**config.mk**
```make
export PLATFORM = sky130hd
export DESIGN_NAME = datapath_ctrl
export DESIGN_NICKNAME = d
export VERILOG_FILES = /design/src/rtl/datapath_ctrl_pkg.sv /design/src/rtl/datapath_ctrl_dec.sv /design/src/rtl/datapath_ctrl.sv
export SDC_FILE = /design/constraint.sdc
export NUM_CORES = 1
export LEC_CHECK = 0
export CAP_MARGIN = 25
export CORE_MARGIN = 3
export CORE_UTILIZATION = 41
export CTS_BUF_LIST = sky130_fd_sc_hd__clkbuf_8
export DETAILED_ROUTE_END_ITERATION = 6
export PLACE_DENSITY = 0.81
export SETUP_SLACK_MARGIN = 0.02
export SLEW_MARGIN = 0
export SYNTH_ARGS = -nofsm -noshare
export SYNTH_HDL_FRONTEND = slang
export SYNTH_HIERARCHICAL = 1
export SYNTH_SLANG_ARGS = --single-unit
```
**constraint.sdc**
```tcl
create_clock -name i_Clk -period 1.7 [get_ports i_Clk]
set_clock_uncertainty 0.15 [all_clocks]
set_input_delay 0.255 -clock i_Clk [delete_from_list [all_inputs] [get_ports i_Clk]]
set_output_delay 0.255 -clock i_Clk [all_outputs]
set_load 0.1 [all_outputs]
```
**src/rtl/datapath_ctrl_pkg.sv**
```systemverilog
// Shared definitions for the datapath sequencer: state encoding, instruction
// field positions, ext-op codes, flag bit positions and small decode helpers.
package datapath_ctrl_pkg;

    // Sequencer states
    typedef enum logic [1:0] {
        ST_IDLE = 2'd0,
        ST_EXEC = 2'd1,
        ST_WB   = 2'd2
    } state_t;

    // Instruction word field positions
    localparam int OP_HI  = 15;
    localparam int OP_LO  = 12;
    localparam int RD_HI  = 11;
    localparam int RD_LO  = 8;
    localparam int EXT_HI = 7;
    localparam int EXT_LO = 4;
    localparam int RS_HI  = 3;
    localparam int RS_LO  = 0;

    localparam int INSTR_W = 16;
    localparam int FLAGS_W = 5;
    localparam int CNT_W   = 4;

    // Primary op value that selects the extended ALU op field
    localparam logic [3:0] OP_ALU   = 4'b0000;

    // Extended ALU op codes the controller cares about
    localparam logic [3:0] EXT_ADDC = 4'b0111;
    localparam logic [3:0] EXT_SUBC = 4'b1010;
    localparam logic [3:0] EXT_CMP  = 4'b1011;

    // Flag bit positions within AluFlags / FlagsReg
    localparam int FLAG_C = 0;
    localparam int FLAG_L = 1;
    localparam int FLAG_F = 2;
    localparam int FLAG_Z = 3;
    localparam int FLAG_N = 4;

    // True for the ALU ops that consume the stored carry (ADDC, SUBC)
    function automatic logic is_carry_op(input logic [INSTR_W-1:0] instr);
        return (instr[OP_HI:OP_LO] == OP_ALU) &&
               ((instr[EXT_HI:EXT_LO] == EXT_ADDC) ||
                (instr[EXT_HI:EXT_LO] == EXT_SUBC));
    endfunction

    // True for a compare, which only produces flags
    function automatic logic is_cmp_op(input logic [INSTR_W-1:0] instr);
        return (instr[OP_HI:OP_LO] == OP_ALU) &&
               (instr[EXT_HI:EXT_LO] == EXT_CMP);
    endfunction

endpackage

```
**src/rtl/datapath_ctrl_dec.sv**
```systemverilog
// One-hot decoder with enable: drives exactly one output high for the
// selected index while enabled, all zeros otherwise.
module reg_onehot_dec #(
    parameter int SEL_W   = 4,
    parameter int NUM_OUT = 16
) (
    input  logic               i_en,
    input  logic [SEL_W-1:0]   i_sel,
    output logic [NUM_OUT-1:0] o_onehot
);

    genvar gi;
    generate
        for (gi = 0; gi < NUM_OUT; gi++) begin : g_bit
            // Each output bit compares the select against its own index
            assign o_onehot[gi] = i_en && (i_sel == SEL_W'(gi));
        end
    endgenerate

endmodule

```
**src/rtl/datapath_ctrl.sv**
```systemverilog
// Multi-cycle sequencer for the register-file/ALU datapath.
// Accepts one instruction via valid/ready, holds it on the Opcode bus for
// SETTLE_CYCLES execute cycles, then spends one writeback cycle pulsing a
// one-hot register enable and capturing the ALU flags.
// Optional build macro: CMP_NOWRITE_EN -- when defined, a CMP instruction
// suppresses the register write enable in writeback (flags still captured).
module datapath_ctrl
    import datapath_ctrl_pkg::*;
#(
    parameter int SETTLE_CYCLES = 1,
    parameter int NUM_REGS      = 16
) (
    input  logic                i_Clk,
    input  logic                i_Reset,
    input  logic                i_InstrValid,
    output logic                o_InstrReady,
    input  logic [INSTR_W-1:0]  i_Instr,
    output logic [INSTR_W-1:0]  o_Opcode,
    output logic [NUM_REGS-1:0] o_RegEnable,
    output logic                o_Cin,
    input  logic [FLAGS_W-1:0]  i_AluFlags,
    output logic [FLAGS_W-1:0]  o_FlagsReg,
    output logic                o_Busy,
    output logic                o_Done
);

    // Reject illegal configurations at elaboration time
    generate
        if (SETTLE_CYCLES < 1 || SETTLE_CYCLES > 15) begin : g_bad_settle
            $error("datapath_ctrl: SETTLE_CYCLES must be in 1..15");
        end
        if (NUM_REGS != 16) begin : g_bad_regs
            $error("datapath_ctrl: NUM_REGS is fixed at 16");
        end
    endgenerate

    localparam logic [CNT_W-1:0] CNT_LOAD = CNT_W'(SETTLE_CYCLES - 1);

    state_t               r_state;
    state_t               w_state_next;
    logic [CNT_W-1:0]     r_count;
    logic [INSTR_W-1:0]   r_opcode;
    logic [FLAGS_W-1:0]   r_flags;
    logic                 r_busy;
    logic                 r_done;

    logic                 w_ready;
    logic                 w_accept;
    logic                 w_busy_next;
    logic                 w_done_next;
    logic                 w_wb_en;
    logic                 w_cin;

    // State register
    always_ff @(posedge i_Clk or posedge i_Reset) begin
        if (i_Reset) begin
            r_state <= ST_IDLE;
        end else begin
            r_state <= w_state_next;
        end
    end

    // Next-state logic: IDLE -> EXEC on accept, EXEC -> WB when the settle
    // counter has run out, WB always returns to IDLE after one cycle
    always_comb begin
        w_state_next = r_state;
        case (r_state)
            ST_IDLE: begin
                if (w_accept) begin
                    w_state_next = ST_EXEC;
                end
            end
            ST_EXEC: begin
                if (r_count == '0) begin
                    w_state_next = ST_WB;
                end
            end
            ST_WB: begin
                w_state_next = ST_IDLE;
            end
            default: begin
                w_state_next = ST_IDLE;
            end
        endcase
    end

    // Output decode: handshake, next values of the registered status flags,
    // writeback enable and the carry-in select
    always_comb begin
        w_ready     = (r_state == ST_IDLE) && !i_Reset;
        w_accept    = w_ready && i_InstrValid;
        w_busy_next = (w_state_next != ST_IDLE);
        w_done_next = (w_state_next == ST_WB);
`ifdef CMP_NOWRITE_EN
        w_wb_en     = (r_state == ST_WB) && !is_cmp_op(r_opcode);
`else
        w_wb_en     = (r_state == ST_WB);
`endif
        // Carry comes only from the architectural register, never from the
        // live ALU flags, so there is no combinational loop through the ALU
        w_cin       = is_carry_op(r_opcode) && r_flags[FLAG_C];
    end

    // Datapath registers: settle counter, held instruction, flags, status
    always_ff @(posedge i_Clk or posedge i_Reset) begin
        if (i_Reset) begin
            r_count  <= '0;
            r_opcode <= '0;
            r_flags  <= '0;
            r_busy   <= 1'b0;
            r_done   <= 1'b0;
        end else begin
            r_busy <= w_busy_next;
            r_done <= w_done_next;
            if (w_accept) begin
                r_count  <= CNT_LOAD;
                r_opcode <= i_Instr;
            end else if (r_state == ST_EXEC) begin
                if (r_count != '0) begin
                    r_count <= r_count - 1'b1;
                end
            end else if (r_state == ST_WB) begin
                r_opcode <= '0;
                r_flags  <= i_AluFlags;
            end
        end
    end

    // Register write enable decoded from the held destination field
    reg_onehot_dec #(
        .SEL_W   (4),
        .NUM_OUT (NUM_REGS)
    ) u_reg_dec (
        .i_en     (w_wb_en),
        .i_sel    (r_opcode[RD_HI:RD_LO]),
        .o_onehot (o_RegEnable)
    );

    assign o_InstrReady = w_ready;
    assign o_Opcode     = r_opcode;
    assign o_Cin        = w_cin;
    assign o_FlagsReg   = r_flags;
    assign o_Busy       = r_busy;
    assign o_Done       = r_done;

endmodule

```
==> metrics.md, run 1 <==
| Metric | Value |
|---|---|
| H-tree depth | `2` |
| Routed WL per cell | `28.5 um` |
| Min-delay worst type | `in -> async` |
| Core area | `0.00308 mm^2` |
| Fillcell total | `78` |
| Max clock buf depth | `2` |
| Clock slew at reported path FFs | `0.07 ns` |
| GRT Residual Overflow | `0` |
| Crit path DAT | `1.87 ns` |
| Syn Area/Cell | `11.8 um^2` |
| Slew headroom | `68.4%` |
| Post-synth top cells | `29 x dfrtp_1, 16 x a22o_1, 12 x nor2_1` |
| First-pass GRT wire length | `9590 um` |
| RSZ-0062 raised after global routing | `true` |
| Starting density of the core | `43.3%` |
| Die ar. | `0.00397 mm^2` |
| First DRT Iteration DRCs | `135` |
| Synth top area share | `54.5%` |
| Mapped Nets | `139` |
| Drt total wl | `6990 um` |
| Worst path required time | `1.29 ns` |
| Failing checks | `negative setup slack` |
| Die Span Y | `63.0 um` |
| Final nets | `226` |
| Final Critical Period | `2.27 ns` |
| Largest incremental delay on the critical path | `0.51 ns` |
| Initial antenna violation count | `0` |
| Crit path buffers/inverters | `1` |
| Run status | `complete, but fails checks` |
| # hold bufs at CTS | `0` |
| Worst-Skew Late Latency | `0.28 ns` |
| FF+latch count, synth | `29` |
| Total CTS buffers | `5` |
| Setup CP Type | `reg -> out` |
| Setup ws final | `-0.572 ns` |
| CTS tree | `built` |
| # DRC | `0` |
| Pre-antenna DRT Iters | `4` |
| Ys async rst share | `100%` |
| # rows | `20` |
| Worst Tran Pin Value | `0.473 ns` |
| Critical Path Fanout Max | `2` |
| Ys flop type | `dfrtp_1` |
| Sequential share of the synthesized area | `54.5%` |
| Layout area overhead | `118%` |
| Ys Warns | `6` |
| Synth area leaders | `dfrtp_1 54%, a22o_1 11%, mux2_2 3.4%` |
| CP delay by family, top | `simple AND/OR/NAND/NOR gates` |
| Tcrit/Tclk final | `134%` |
| Post-synthesis cell count | `113` |
| Peak Freq | `440 MHz` |
| Final hold vios | `0` |
| Final Setup Violations | `18` |
| Die Width | `63.0 um` |
| Post-synth cell types | `32` |
| Antenna Nets Post-Route | `0` |
| Largest net degree at the start of global routing | `21` |
| DR vias/cell | `6.04` |
| Multi-input combinational cell area | `781 um^2` |
| Cell area after synthesis | `0.00133 mm^2` |
| Total track usage | `33.7%` |
| Cell taking the most area after synthesis | `dfrtp_1` |
| Critical Path Source Type | `flop` |
| Top-count cell post-synth | `dfrtp_1` |
| EDFF count, synth | `0` |
| DPL Wire Length | `3840 um` |
| Worst Setup End Kind | `output pin` |
| Post-Layout Cell Count | `245` |
| Crit path cell chain | `or4b_4, nor4b_4, buf_12` |
| GPL Wtd Cong | `0.778` |
| Clk sink count | `29` |
| Clock root buffer | `clkbuf_8` |
| Maxcap violations | `0` |
| Fin. max-slew vios | `0` |
| Top Ports | `65` |
| Core Util, Final | `94.3%` |
| Vias in the first global route | `1580` |
| Via Count | `1481` |
| Antenna diode count | `0` |
| Placed Cells | `232` |
| Register area | `756 um^2` |
| Slowest CP cell | `or4b_4` |
| Share of layout cells above drive strength 1 | `57.2%` |
| Port Buffer Count | `64` |
-- sequential cells by signal (all words and copies together), names as in the netlist --
name	flops
o_Opcode	16
o_FlagsReg	5
r_count	4
r_state	2
o_Busy	1
o_Done	1
-- cell families after synthesis --
logic type | after synthesis | share of synthesized area (%)
flops | 29 | 54.5
simple gates | 45 | 20.3
fa+ha+maj | 2 | 1.88
buf+inv | 8 | 4.04
compound gates | 21 | 12.9
mux | 8 | 6.48
-- metrics by stage --
stage	setup TNS (ns)	setup slack, ns	cell area (um^2)	hold slack [ns]
floorplan	-11.99	-1.00	1550	0.183
global placement	-3.45	-0.231	2730	0.347
detailed placement	-6.42	-0.324	2730	0.353
CTS	-5.72	-0.580	2870	0.333
global route	-7.17	-0.608	2900	0.383
finish	-6.70	-0.572	2900	0.406
-- path summary, 6_finish.rpt --
| check | startpoint | end | slack (ns) | depth (start not counted) |
|---|---|---|---|---|
| max in group asynchronous | i_Reset | o_FlagsReg[0] | 0.70 | 3 |
| max | o_Opcode[14] | o_Cin | -0.57 | 3 |
| max reg2reg | r_state[1] | o_Opcode[4] | 0.04 | 5 |
| min reg2reg | r_count[0] | r_count[0] | 0.42 | 1 |
| min in group i_Clk | r_count[0] | r_count[0] | 0.42 | 1 |
| min | i_Reset | o_Opcode[10] | 0.41 | 3 |
-- worst register-to-register path: cells and delay by family (launching register included) --
family | cells | cell delay (ns)
compound gates | 1 | 0.20
simple gates | 2 | 0.47
buf+inv | 2 | 0.33
flops | 1 | 0.43
-- per-layer routing --
metal  share of wire [%]  track usage [%]  up-vias
li1                    -                -      579
met1                  34             35.6      744
met2                  52             60.2      113
met3                 6.0             8.99       45
met4                 7.8             18.2        0
met5                   0                0        -
-- layout by cell type, fill, tap and decap left out, types with 2 or more instances in the layout --
master and n:
a22o_1 16, and2_4 2, buf_12 41, buf_4 13
buf_6 6, clkbuf_8 5, clkdlybuf4s50_1 23, dfrtp_1 17
dfrtp_2 6, dfrtp_4 6, ha_1 2, inv_1 7
mux2_2 4, mux2i_1 3, nand2_1 4, nand2b_4 2
nand3b_1 2, nor2_4 12, nor2b_1 3, nor3_1 2
nor3_4 5, or4b_4 2
-- timing repair --
action	in CTS	in global routing
setup buffers	4	2
resized for setup	8	8
pin swaps	8	4
setup endpoints to repair	34	37
cloned	0	1
-- area by class of cell --
cell class / instances / share of cell area [%]
Clock buffer: 5 / 2.37
Clock inverter: 3 / 0.388
Inverter: 4 / 0.517
Multi-Input combinational cell: 77 / 26.9
Sequential cell: 29 / 26.0
Tap cell: 44 / 1.90
Timing Repair Buffer: 83 / 41.9
Power of run 1 is not shown: default switching activity piles up to over one toggle a cycle in this logic, so the estimate is an artifact.
==> inputs of run 2 (changes only) <==
--- a/config.mk
+++ b/config.mk
@@ -5,6 +5,7 @@
 export SDC_FILE = /design/constraint.sdc
 export NUM_CORES = 1
 export LEC_CHECK = 0
+export ABC_CLOCK_PERIOD_IN_PS = 1700
 export CAP_MARGIN = 25
 export CORE_MARGIN = 3
 export CORE_UTILIZATION = 41
==> results of run 2 <==
Same layout as run 1: the final DEF is identical, and so are final timing and power.
Power of run 2 is left out for the same reason.
==> inputs of run 3 (changes only) <==
--- a/config.mk
+++ b/config.mk
@@ -7,7 +7,6 @@
 export LEC_CHECK = 0
 export ABC_CLOCK_PERIOD_IN_PS = 1700
 export CAP_MARGIN = 25
-export CORE_MARGIN = 3
 export CORE_UTILIZATION = 41
 export CTS_BUF_LIST = sky130_fd_sc_hd__clkbuf_8
 export DETAILED_ROUTE_END_ITERATION = 6
==> run 3 against run 2 <==
  * Synthesized area did not move
  * The flow now stops in clock tree synthesis (4_1_cts)
  * Synthesized cell count did not move
==> metrics.md, run 3 <==
| Metric | Value |
|---|---|
| Clk sink count | `29 (unchanged)` |
| Top Ports | `65 (unchanged)` |
| Setup Buffers After CTS | `7 (was 4)` |
| Syn Area/Cell | `11.8 um^2 (unchanged)` |
| Cell area after synthesis | `0.00133 mm^2 (unchanged)` |
| Fail Step | `clock tree synthesis (4_1_cts)` |
| Clock root buffer | `clkbuf_8 (unchanged)` |
| Post_cts resized | `9 (was 8)` |
| Post-synth top cells | `29 x dfrtp_1, 16 x a22o_1, 12 x nor2_1 (unchanged)` |
| Mapped Nets | `139 (unchanged)` |
| Ys flop type | `dfrtp_1 (unchanged)` |
| Top-count cell post-synth | `dfrtp_1 (unchanged)` |
| DPL Wire Length | `3390 um (was 3840 um)` |
| Starting density of the core | `43.3% (unchanged)` |
| EDFF count, synth | `0 (unchanged)` |
| Total CTS buffers | `5 (unchanged)` |
| Synth top area share | `54.5% (unchanged)` |
| Die Span Y | `59.0 um (was 63.0 um)` |
| Synth area leaders | `dfrtp_1 54%, a22o_1 11%, mux2_2 3.4% (unchanged)` |
| Post-synth cell types | `32 (unchanged)` |
| Ys async rst share | `100% (unchanged)` |
| Tool Error | `[ERROR DPL-0033] detailed placement checks failed during check placement.` |
| Run status | `did not finish (was complete, but fails checks)` |
| Post-synthesis cell count | `113 (unchanged)` |
| Cell taking the most area after synthesis | `dfrtp_1 (unchanged)` |
| Max clock buf depth | `2 (unchanged)` |
| Sequential share of the synthesized area | `54.5% (unchanged)` |
| Port Buffer Count | `64 (unchanged)` |
| FF+latch count, synth | `29 (unchanged)` |
| H-tree depth | `2 (unchanged)` |
| # hold bufs at CTS | `0 (unchanged)` |
| Ys Warns | `6 (unchanged)` |
| GPL Wtd Cong | `0.822 (was 0.778)` |
| Placed instance area | `0.00275 mm^2 (was 0.00273 mm^2)` |
| # rows | `20 (unchanged)` |
| Die Width | `59.0 um (was 63.0 um)` |
==> run 3: per-stage QoR <==
step                hold WS, ns  cells  worst slack [ns]
floorplan                 0.183    113             -1.00
global placement          0.347    233            -0.234
detailed placement        0.355    233            -0.315
==> run 3: cell families after synthesis <==
kind of cell	synth area share, %
flip-flops	54.5
adder cells (fa/ha/maj)	1.88
buffers and inverters	4.04
AO/OA/AOI/OAI	12.9
multiplexers	6.48
AND/OR/NAND/NOR	20.3
==> inputs of run 4 (changes only) <==
--- a/config.mk
+++ b/config.mk
@@ -7,11 +7,10 @@
 export LEC_CHECK = 0
 export ABC_CLOCK_PERIOD_IN_PS = 1700
 export CAP_MARGIN = 25
-export CORE_UTILIZATION = 41
-export CTS_BUF_LIST = sky130_fd_sc_hd__clkbuf_8
+export CORE_AREA = 2 2 63 65
 export DETAILED_ROUTE_END_ITERATION = 6
-export PLACE_DENSITY = 0.81
-export SETUP_SLACK_MARGIN = 0.02
+export DIE_AREA = 0 0 65 67
+export PLACE_DENSITY_LB_ADDON = 0.15
 export SLEW_MARGIN = 0
 export SYNTH_ARGS = -nofsm -noshare
 export SYNTH_HDL_FRONTEND = slang
==> run 4 against run 3 <==
  * The flow now finishes, with violations (negative setup slack)
==> metrics.md, run 4 (synthesis gave the netlist of run 1 again) <==
| Metric | Value |
|---|---|
| Run status | `complete, but fails checks (was did not finish)` |
| Failing checks | `negative setup slack` |
| Die ar. | `0.00436 mm^2` |
| Maxcap violations | `0` |
| Drt total wl | `4750 um` |
| Worst-Skew Late Latency | `0.28 ns` |
| Slew headroom | `70.9%` |
| Max reg flops | `16` |
| Layout area overhead | `125%` |
| Pre-antenna DRT Iters | `4` |
| Via Count | `1252` |
| Antenna diode count | `0` |
| Register area | `754 um^2` |
| Tcrit/Tclk final | `127%` |
| First-pass GRT wire length | `6790 um` |
| DR vias/cell | `4.95` |
| Layout Cell Area excl Fill | `0.00300 mm^2` |
| H-tree depth | `2 (unchanged)` |
| Reg-to-reg endpoint | `r_count[0]` |
| Starting density of the core | `37.0% (was 43.3%)` |
| Antenna Nets Post-Route | `0` |
| DPL Wire Length | `3100 um (was 3390 um)` |
| R2R depth | `4` |
| Routed WL per cell | `18.8 um` |
| Final Critical Period | `2.16 ns` |
| Share of layout cells above drive strength 1 | `57.1%` |
| Critical Path Fanout Max | `2` |
| Min-delay worst type | `in -> async` |
| Initial antenna violation count | `0` |
| Top Ports | `65 (unchanged)` |
| Die Width | `65 um (was 59.0 um)` |
| GPL Wtd Cong | `0.755 (was 0.822)` |
| Critical Path Source Type | `flop` |
| Total track usage | `21.4%` |
| Setup ws final | `-0.457 ns` |
| Crit path DAT | `1.75 ns` |
| Worst Tran Pin Value | `0.435 ns` |
| Crit path cell chain | `or4b_4, nor4b_4, buf_12` |
| Port Buffer Count | `64 (unchanged)` |
| Worst path required time | `1.29 ns` |
| FF-to-FF setup slack | `0.14 ns` |
| Most frequent cells in the layout | `45 x buf_12, 23 x clkdlybuf4s50_1, 18 x dfrtp_1` |
| Largest incremental delay on the critical path | `0.50 ns` |
| Final hold vios | `0` |
| # rows | `22 (was 20)` |
| Setup CP Type | `reg -> out` |
| Most common cell after layout, fill and taps aside | `buf_12` |
| Total CTS buffers | `5 (unchanged)` |
| Reg-to-reg critical path startpoint | `r_state[1]` |
| Core area | `0.00361 mm^2` |
| Max clock buf depth | `2 (unchanged)` |
| Clock root buffer | `clkbuf_8 (unchanged)` |
| Peak Freq | `464 MHz` |
| # DRC | `0` |
| First DRT Iteration DRCs | `83` |
| Worst Setup End Kind | `output pin` |
| Clock slew at reported path FFs | `0.06 ns` |
| CTS tree | `built` |
| Slowest CP cell | `or4b_4` |
| Vias in the first global route | `1285` |
| Placed instance area | `0.00274 mm^2 (was 0.00275 mm^2)` |
| Multi-input combinational cell area | `751 um^2` |
| Largest net degree at the start of global routing | `30` |
| Clk sink count | `29 (unchanged)` |
| # hold bufs at CTS | `0 (unchanged)` |
| Die Span Y | `67 um (was 59.0 um)` |
| Final nets | `230` |
| Fin. max-slew vios | `0` |
| Fillcell total | `183` |
| RSZ-0062 raised after global routing | `true` |
| Final Setup Violations | `17` |
| GRT Residual Overflow | `0` |
| Pre-CTS setup slack | `-0.250 ns (was -0.315 ns)` |
-- run 4: layout make-up --
type | count | share of cell area [%]
inverter | 4 | 0.501
multi-input combinational | 76 | 25.1
sequential | 29 | 25.2
timing repair buffer | 88 | 43.4
clock inverter | 1 | 1.00
tap | 48 | 2.00
clock buffer | 7 | 2.88
-- run 4: worst max path at each step --
stage	start	endpoint	slack (ns)	cells past startpoint
floorplan	o_Opcode[14]	o_Cin	-1.0	2
global placement	o_Opcode[14]	o_Cin	-0.23	3
detailed placement	o_Opcode[14]	o_Cin	-0.25	3
CTS	o_Opcode[14]	o_Cin	-0.53	3
global route	r_state[0]	o_RegEnable[2]	-0.50	5
finish	o_Opcode[14]	o_Cin	-0.46	3
-- run 4: what timing repair did --
action,CTS,global route
setup endpoints to repair,17,34
buffers inserted,5,6
pin swaps,8,4
resized for setup,5,3
-- run 4: critical path, delay by kind of cell, from the launching register on --
family	cells	cell delay, ns
buffers and inverters	1	0.21
flip-flops	1	0.47
AND/OR/NAND/NOR	2	0.78
-- run 4: metrics by stage --
step | std cells | utilization (%) | hold WS, ns | TNS [ns]
2_1_floorplan | 113 | - | 0.183 | -11.99
3_3_place_gp | 235 | 76.0 | 0.340 | -3.89
3_5_place_dp | 235 | 76.0 | 0.352 | -4.51
4_1_cts | 248 | 81.1 | 0.319 | -4.85
5_1_grt | 253 | 83.1 | 0.347 | -6.05
6_report | 253 | 83.1 | 0.313 | -5.16
-- run 4: routing by layer --
layer  vias up  global-route usage [%]  routed length (um)
li1        582                       -                   -
met1       616                    24.4                1840
met2        44                    38.7                2560
met3        10                    5.74                 246
met4         0                    7.18                  99
met5         -                       0                   0
Power of run 4 is left out for the same reason.
